### src/rtl/muldiv_unit.sv
`timescale 1ns/1ps
// ---------------------------------------------------------------------------
// muldiv_unit -- iterative 32-bit multiply / divide unit with HI/LO registers.
//
// Multiply is radix-2 shift-add (one multiplier bit per cycle). Divide is
// restoring division (one quotient bit per cycle). Signed operations run on
// magnitudes, and the signs are applied in a final FIXUP cycle. Every accepted
// operation takes 33 cycles from start to done.
//
// Ports:
//   clk       in   sole clock, rising edge
//   rst       in   asynchronous reset, active low
//   start     in   request a new operation (sampled only when idle)
//   op        in   `Mult / `Multu / `Div / `Divu (other codes are ignored)
//   src_a     in   multiplicand / dividend
//   src_b     in   multiplier / divisor
//   flush     in   abort the running operation; suppresses start when idle
//   busy      out  operation in progress (CALC or FIXUP)
//   done      out  one-cycle pulse when hi/lo are written
//   div_zero  out  one-cycle pulse with done for a divide by zero
//   hi, lo    out  HI / LO result registers
// ---------------------------------------------------------------------------

`ifndef ALUOpWidth
`define ALUOpWidth 4
`endif
`ifndef Mult
`define Mult  4'd8
`endif
`ifndef Multu
`define Multu 4'd9
`endif
`ifndef Div
`define Div   4'd10
`endif
`ifndef Divu
`define Divu  4'd11
`endif

module muldiv_unit (
  input  logic                   clk,
  input  logic                   rst,
  input  logic                   start,
  input  logic [`ALUOpWidth-1:0] op,
  input  logic [31:0]            src_a,
  input  logic [31:0]            src_b,
  input  logic                   flush,
  output logic                   busy,
  output logic                   done,
  output logic                   div_zero,
  output logic [31:0]            hi,
  output logic [31:0]            lo
);

  typedef enum logic [1:0] {
    ST_IDLE  = 2'd0,
    ST_CALC  = 2'd1,
    ST_FIXUP = 2'd2
  } state_t;

  state_t      state_q, state_d;
  logic [4:0]  cnt_q, cnt_d;
  logic        is_div_q, is_div_d;
  logic        neg_res_q, neg_res_d;   // product / quotient must be negated
  logic        neg_rem_q, neg_rem_d;   // remainder must be negated
  logic        b_zero_q, b_zero_d;
  logic [31:0] a_raw_q, a_raw_d;       // unmodified dividend for divide-by-zero
  logic [31:0] m_q, m_d;               // |multiplicand| or |divisor|
  logic [63:0] acc_q, acc_d;
  logic [31:0] hi_q, hi_d;
  logic [31:0] lo_q, lo_d;
  logic        done_q, done_d;
  logic        div_zero_q, div_zero_d;

  // Operation decode (only meaningful while idle).
  logic        op_valid, op_signed, op_div;
  logic [31:0] a_abs, b_abs;

  // Iteration datapath.
  logic [32:0] mul_sum;
  logic [63:0] mul_next;
  logic [32:0] div_pr;
  logic [32:0] div_diff;
  logic        div_ok;
  logic [63:0] div_next;

  // Sign-corrected results.
  logic [63:0] prod_fix;
  logic [31:0] quo_fix;
  logic [31:0] rem_fix;

  always_comb begin
    op_valid  = (op == `Mult) || (op == `Multu) || (op == `Div) || (op == `Divu);
    op_signed = (op == `Mult) || (op == `Div);
    op_div    = (op == `Div)  || (op == `Divu);
    // Negating 0x80000000 yields 0x80000000, which is the correct magnitude
    // when read as unsigned.
    a_abs     = (op_signed && src_a[31]) ? (32'd0 - src_a) : src_a;
    b_abs     = (op_signed && src_b[31]) ? (32'd0 - src_b) : src_b;
  end

  // Shift-add step: acc = {partial product, remaining multiplier bits}.
  // The 33-bit sum keeps the carry, which shifts down into bit 63.
  always_comb begin
    mul_sum  = {1'b0, acc_q[63:32]} + (acc_q[0] ? {1'b0, m_q} : 33'd0);
    mul_next = {mul_sum, acc_q[31:1]};
  end

  // Restoring step: acc = {partial remainder, dividend bits / quotient bits}.
  // The shifted remainder needs 33 bits; a clear top bit of the difference
  // means the trial subtract fits and the quotient bit is 1.
  always_comb begin
    div_pr   = {acc_q[63:32], acc_q[31]};
    div_diff = div_pr - {1'b0, m_q};
    div_ok   = ~div_diff[32];
    div_next = {(div_ok ? div_diff[31:0] : div_pr[31:0]), acc_q[30:0], div_ok};
  end

  always_comb begin
    prod_fix = neg_res_q ? (64'd0 - acc_q) : acc_q;
    quo_fix  = neg_res_q ? (32'd0 - acc_q[31:0]) : acc_q[31:0];
    rem_fix  = neg_rem_q ? (32'd0 - acc_q[63:32]) : acc_q[63:32];
  end

  always_comb begin
    state_d    = state_q;
    cnt_d      = cnt_q;
    is_div_d   = is_div_q;
    neg_res_d  = neg_res_q;
    neg_rem_d  = neg_rem_q;
    b_zero_d   = b_zero_q;
    a_raw_d    = a_raw_q;
    m_d        = m_q;
    acc_d      = acc_q;
    hi_d       = hi_q;
    lo_d       = lo_q;
    done_d     = 1'b0;
    div_zero_d = 1'b0;

    case (state_q)
      ST_IDLE: begin
        if (start && !flush && op_valid) begin
          state_d   = ST_CALC;
          cnt_d     = 5'd0;
          is_div_d  = op_div;
          neg_res_d = op_signed && (src_a[31] ^ src_b[31]);
          neg_rem_d = op_signed && src_a[31];
          b_zero_d  = (src_b == 32'd0);
          a_raw_d   = src_a;
          if (op_div) begin
            m_d   = b_abs;
            acc_d = {32'd0, a_abs};
          end else begin
            m_d   = a_abs;
            acc_d = {32'd0, b_abs};
          end
        end
      end

      ST_CALC: begin
        if (flush) begin
          state_d = ST_IDLE;
        end else begin
          acc_d = is_div_q ? div_next : mul_next;
          cnt_d = cnt_q + 5'd1;
          if (cnt_q == 5'd31) begin
            state_d = ST_FIXUP;
          end
        end
      end

      ST_FIXUP: begin
        state_d = ST_IDLE;
        if (!flush) begin
          done_d = 1'b1;
          if (!is_div_q) begin
            hi_d = prod_fix[63:32];
            lo_d = prod_fix[31:0];
          end else if (b_zero_q) begin
            // The iteration still runs on a zero divisor; its result is
            // simply discarded here.
            hi_d       = a_raw_q;
            lo_d       = 32'hFFFF_FFFF;
            div_zero_d = 1'b1;
          end else begin
            hi_d = rem_fix;
            lo_d = quo_fix;
          end
        end
      end

      default: begin
        state_d = ST_IDLE;
      end
    endcase
  end

  always_ff @(posedge clk or negedge rst) begin
    if (!rst) begin
      state_q    <= ST_IDLE;
      cnt_q      <= 5'd0;
      is_div_q   <= 1'b0;
      neg_res_q  <= 1'b0;
      neg_rem_q  <= 1'b0;
      b_zero_q   <= 1'b0;
      a_raw_q    <= 32'd0;
      m_q        <= 32'd0;
      acc_q      <= 64'd0;
      hi_q       <= 32'd0;
      lo_q       <= 32'd0;
      done_q     <= 1'b0;
      div_zero_q <= 1'b0;
    end else begin
      state_q    <= state_d;
      cnt_q      <= cnt_d;
      is_div_q   <= is_div_d;
      neg_res_q  <= neg_res_d;
      neg_rem_q  <= neg_rem_d;
      b_zero_q   <= b_zero_d;
      a_raw_q    <= a_raw_d;
      m_q        <= m_d;
      acc_q      <= acc_d;
      hi_q       <= hi_d;
      lo_q       <= lo_d;
      done_q     <= done_d;
      div_zero_q <= div_zero_d;
    end
  end

  assign busy     = (state_q != ST_IDLE);
  assign done     = done_q;
  assign div_zero = div_zero_q;
  assign hi       = hi_q;
  assign lo       = lo_q;

endmodule

### config.mk
export PLATFORM = sky130hd
export DESIGN_NAME = muldiv_unit
export DESIGN_NICKNAME = d
export VERILOG_FILES = /design/src/rtl/muldiv_unit.sv
export SDC_FILE = /design/constraint.sdc
export NUM_CORES = 1
export LEC_CHECK = 0
export CAP_MARGIN = 25
export CORE_ASPECT_RATIO = 0.7
export CORE_MARGIN = 5
export CORE_UTILIZATION = 50
export CTS_CLUSTER_SIZE = 28
export DETAILED_ROUTE_END_ITERATION = 10
export DONT_BUFFER_PORTS = 1
export SKIP_CTS_REPAIR_TIMING = 1
export SLEW_MARGIN = 20
export SYNTH_ARGS = -nofsm -noshare
export SYNTH_HDL_FRONTEND = slang
export SYNTH_SLANG_ARGS = --single-unit
### constraint.sdc
create_clock -name clk -period 3.75 [get_ports clk]
set_input_delay 0.375 -clock clk [delete_from_list [all_inputs] [get_ports clk]]
set_output_delay 0.375 -clock clk [all_outputs]
set_load 0.05 [all_outputs]
* Word-level counts from Yosys, hierarchy flattened
Cells that the tools add are included.
** Operators by class
- $add $sub $neg :: 8
- Mux-type cells :: 30
- Equal/unequal tests :: 10
- Bitwise logic cells :: 3
- Reduce and logical (&&, ||, !) cells :: 19
** Operators with widths (count)
- $mux 32 :: 12
- $mux 64 :: 4
- $pmux 64 s2 :: 1
- $sub 1x32->32 const A :: 4
- $sub 1x64->64 const A :: 1
- $add 32x32->33 :: 1
- $sub 33x32->33 :: 1
- $logic_not 32->1 :: 1
- $eq 4x4->1 const B :: 4
- $mux 5 :: 2
- $pmux 5 s2 :: 1
- $mux 1 :: 6
- $mux 2 :: 3
- $reduce_and 2->1 :: 3
- $add 5x1->5 const B :: 1
- $eq 5x5->1 const B :: 1
- $logic_and 1x1->1 :: 5
- $logic_or 1x1->1 :: 5
- $ne 2x2->1 const B :: 2
- $pmux 2 s2 :: 1
- $reduce_bool 2->1 :: 2
- $ne 3x3->1 const B :: 1
- $reduce_and 3->1 :: 1
- $eq 2x1->1 const B :: 1
- 5 further kinds :: 6
** Storage, ports and cells
- Register bits :: 205

* Longest topological paths before layout
- Depth in word-level cells :: 7
- Gate-level depth with buffers :: 14
- Depth with buffers taken out :: 13

* Worst setup path before layout
OpenSTA, ideal clock, no wires.
- Path kind :: flip-flop to flip-flop
- Start point :: register acc_q[0]
- End point :: register acc_q[62]
- Cell stages (with the launch flop) :: 14
- Library setup time :: 132 ps
- Slack :: 415 ps
- Required time :: 3618 ps
- Buffers on the path :: 1
- Arrival :: 3203 ps
- Cells stage by stage :: dfrtp_1 > inv_1 > clkbuf_1 > nor2_1 > ha_1 > a21o_1 > a21oi_1 > or4bb_1 > nand3b_1 > nand2_1 > o211ai_1 > or4b_2 > nand4_1 > o211ai_1
** Between the ends
- Longest elaborated chain between the ends :: 5
** RTL lines
- start, declared :: line 69 : logic [63:0] acc_q, acc_d;
- start signal, assigned :: line 208 : acc_q <= 64'd0;
- start signal, assigned :: line 222 : acc_q <= acc_d;
- $mux 32 :: line 105 : mul_sum = {1'b0, acc_q[63:32]} + (acc_q[0] ? {1'b0, m_q} : 33'd0);
- $add 32x32->33 :: line 105
- $mux 64 :: line 164 : acc_d = is_div_q ? div_next : mul_next;
- $mux 64 :: line 161 : if (flush) begin
- $pmux 64 s2 :: line 140 : case (state_q)
No other way between the ends. The select of a mux whose other input is x is not followed.
A chain may end at the register's enable or synchronous reset.

* Worst setup path after layout
- Start point :: register acc_q[38]
- End point :: register acc_q[40]
** Between the ends
- Longest elaborated chain between the ends :: 5
- Elaborated cells between the ends (all ways) :: 6
** RTL lines
- $sub 33x32->33 :: line 114 : div_diff = div_pr - {1'b0, m_q};
- $mux 32 :: line 116 : div_next = {(div_ok ? div_diff[31:0] : div_pr[31:0]), acc_q[30:0], div_ok};
- $mux 64 * :: line 164
- $mux 64 * :: line 161
- $pmux 64 s2 * :: line 140
Every way passes the cells marked *; elsewhere a longest branch is shown, timed or not. The select of a mux whose other input is x is not followed.

==> flow_metrics.env <==
export IMPL_pwr_share_comb_pct=51.8
export IMPL_clk_sink_count=205
export IMPL_worst_endpoint_arrival_ns=3.99
export IMPL_crit_path_end_kind="register"
export IMPL_power_density_mw_per_mm2=624
export IMPL_final_net_count=2280
export IMPL_yosysSeqAreaShare_pct=30.7
export IMPL_clock_insertion_delay_worst_skew_ns=0.55
export IMPL_synthesis_area_mm2=0.0167
export IMPL_critical_path_max_fanout=26
export IMPL_grt_pass1_vias=15100
export IMPL_p_clk_share_pct=21.3
export IMPL_switching_share_pct=45.3
export IMPL_clockBufferDepth=3
export IMPL_startpoint_type="register"
export IMPL_detailedRoute_firstPassIterationCount=5
export IMPL_failing_checks="hold timing"
export IMPL_final_antenna_net_count=0
export IMPL_ir_worst_vdd_uv=517
export IMPL_p_leak_nw=7.81
export IMPL_internal_power_mw=6.28
export IMPL_detailedPlacementHpwl_um=48300
export IMPL_min_period_ns=3.55
export IMPL_die_area_mm2=0.0372
export IMPL_core_area_mm2=0.0332
export IMPL_via_per_inst=6.36
export IMPL_grt_ovfl_total=0
export IMPL_async_flop_share_pct=100
export IMPL_finalHoldWorstSlack_ns=-0.476
export IMPL_slew_at_the_pin_with_the_worst_max_slew_slack_ns=0.933
export IMPL_ys_top_cells_by_area="dfrtp_1, nand2_1, a21oi_1"
export IMPL_clock_fmax_mhz=282
export IMPL_crit_path_top_delay_cell="dfrtp_1"
export IMPL_groute_usage_overall_pct=32.6
export IMPL_synth_edff_count=0
export IMPL_netlist_cell_type_count=78
export IMPL_slew_headroom_pct=37.7
export IMPL_timing_final_setup_violations=0
export IMPL_run_status="complete, but fails checks"
export IMPL_floorplan_die_height_um=163
export IMPL_number_of_antenna_violations_at_the_first_check_in_global_routing=4
export IMPL_clk_pin_slew_worst_setup_hold_paths_ns=0.06
export IMPL_slew_viol_final=0
export IMPL_netlist_instances=2154
export IMPL_cp_cell_sequence="ha_1, a21oi_1, and2_1, a21oi_1, a32o_1, a211oi_1, xnor2_2, buf_12, mux2i_1, a21oi_1, a31o_2"
export IMPL_route_vias_total=16500
export IMPL_port_buffers=0
export IMPL_cts_h_tree_depth=1
export IMPL_layout_worst_path_cycle_share_pct=94.7
export IMPL_post_syn_area_per_cell_um2=7.75
export IMPL_post_route_cells_drive_above_1_share_pct=7.80
export IMPL_path_common_cell="a21oi_1"
export IMPL_drt_iter0_drc=2063
export IMPL_layout_area_overhead_vs_synth_pct=10.0
export IMPL_synth_largest_area_cell="dfrtp_1"
export IMPL_final_setup_skew_ns=0.00836
export IMPL_p_switching_mw=5.19
export IMPL_fin_area_mm2=0.0184
export IMPL_num_cts_buffers=24
export IMPL_seq_power_share_pct=26.9
export IMPL_routedWlPerCell_um=24.5
export IMPL_report_final_hold_viol_count=205
export IMPL_yosysWarningCount=0
export IMPL_worst_path_dominant_cell_family="compound AO/OA/AOI/OAI gates"
export IMPL_setup_repair_after_global_routing_missed_its_margin="false"
export IMPL_row_count=56
export IMPL_criticalPathCategory="register to register"
export IMPL_last_weighted_congestion_value_of_the_routability_driven_placer=0.994
export IMPL_yosys_register_bits=205
export IMPL_fin_tns_setup_ns=0
export IMPL_finalPower_mw=11.5
export IMPL_drt_total_wl_um=63300
export IMPL_worstPathBufferInverterCount=1
export IMPL_clk_root_buffer_cell="clkbuf_16"
export IMPL_maximum_number_of_pins_on_one_net_before_global_route_repair=206
export IMPL_final_util_pct=55.3
export IMPL_timing_hold_worst_class="input port to async pin"
export IMPL_placement_cell_area_mm2=0.0173
export IMPL_floorplan_initialDensity_pct=50.3
export IMPL_tritoncts="done"
export IMPL_first_pass_grt_wire_length_um=94400
export IMPL_cap_violations=0
export IMPL_synthDominantCellAreaShare_pct=30.7
export IMPL_crit_required_ns=4.18
export IMPL_ioPinCount=139
export IMPL_mappedNetlistNets=2298
export IMPL_die_w_um=228
export IMPL_drt_drc_violations_left=0
export IMPL_synth_top_flop_cell="dfrtp_1"
export IMPL_critical_path_max_stage_delay_ns=0.63
final timing paths:
kind	depth (start not counted)	startpoint	slack [ns]	end
worst max-delay path	11	acc_q[38]$_DFFE_PN0P_	0.20	acc_q[40]$_DFFE_PN0P_
worst min-delay path	0	rst	-0.48	hi[30]$_DFFE_PN0P_
worst max register to register	11	acc_q[38]$_DFFE_PN0P_	0.20	acc_q[40]$_DFFE_PN0P_
worst min register to register	2	a_raw_q[22]$_DFFE_PN0P_	0.49	a_raw_q[22]$_DFFE_PN0P_
max in group asynchronous	0	rst	3.85	acc_q[41]$_DFFE_PN0P_
min in group clk	3	src_b[31]	0.02	b_zero_q$_DFFE_PN0P_
flip-flops by register name, indices dropped and copies added (netlist names):
signal,count
acc_q,64
a_raw_q,32
hi,32
lo,32
m_q,32
cnt_q,5
state_q,2
b_zero_q,1
div_zero,1
done,1
is_div_q,1
neg_rem_q,1
neg_res_q,1
cell families after synthesis:
logic type	count (synthesis)	share of synthesized area, %
compound gates	614	22.8
xor+xnor	193	10.1
fa+ha+maj	72	5.48
buf+inv	213	4.93
flops	205	30.7
mux	86	5.19
simple gates	771	20.8
cells in the mapped netlist, types with 4 or more instances:
cell type / number
nand2_1: 308
nor2_1: 229
dfrtp_1: 205
a21oi_1: 180
o21ai_0: 180
clkbuf_1: 122
xnor2_1: 100
xor2_1: 93
mux2i_1: 81
ha_1: 70
inv_1: 63
nor3_1: 42
nand3_1: 33
a21o_1: 29
a31oi_1: 28
o211ai_1: 27
o31ai_1: 27
nand2b_1: 23
or3_1: 22
a211oi_1: 20
buf_1: 20
nand4_1: 20
o221ai_1: 20
and2_1: 15
nor4_1: 14
or4_1: 12
a22oi_1: 10
nor2b_1: 10
or2_2: 10
and3_1: 9
o22a_1: 9
o22ai_1: 9
o21a_1: 8
o21bai_1: 8
o41ai_1: 8
a211o_1: 6
mux2_2: 5
nand3b_1: 5
a311oi_1: 4
a32oi_1: 4
buf_2: 4
through the flow:
step	setup slack [ns]	hold slack, ns	std cells
2_1_floorplan	0.415	0.0794	2154
3_3_place_gp	0.105	0.0874	2523
3_5_place_dp	0.0340	0.0871	2523
4_1_cts	-0.0156	-0.488	2567
5_1_grt	0.00967	-0.491	2589
6_report	0.198	-0.476	2590
cell type report:
| class | instances | area [um2] |
|---|---|---|
| Sequential cell | 205 | 5140 |
| Multi-Input combinational cell | 1736 | 10800 |
| Antenna cell | 1 | 2.50 |
| Fill cell | 3134 | 14800 |
| Timing Repair Buffer | 105 | 863 |
| Clock inverter | 14 | 124 |
| Inverter | 64 | 240 |
| Tap cell | 435 | 544 |
| Clock buffer | 30 | 684 |
metal layers:
layer | wire, um | track usage (%) | up-vias
li1 | - | - | 7603
met1 | 28300 | 49.6 | 7896
met2 | 25300 | 44.4 | 855
met3 | 8020 | 10.4 | 105
met4 | 1640 | 8.35 | 4
met5 | 34 | 0 | -
placed cells by master, fill, tap and decap left out, drive strengths merged, types with 20 or more instances in the layout:
master	n
nand4	20
o221ai	20
or3	23
a21oi	180
a211oi	20
o31ai	27
dlygate4sd3	21
o21ai	181
nand3	33
o211ai	28
inv	65
nor3	42
ha	70
mux2i	81
dfrtp	205
nor2	229
a31oi	28
buf	84
nand2b	23
xor2	93
a21o	29
nand2	308
clkbuf	30
xnor2	100
power groups by stage:
stage / logic (mW) / registers (mW) / clock network (mW)
5_1_grt: 6.47 / 3.12 / 2.57
3_5_place_dp: 5.73 / 3.10 / 0
6_report: 5.95 / 3.09 / 2.44
2_1_floorplan: 4.10 / 2.91 / 0
3_3_place_gp: 5.72 / 3.08 / 0
4_1_cts: 5.77 / 3.06 / 2.47
(Power assumes the default switching activity.)
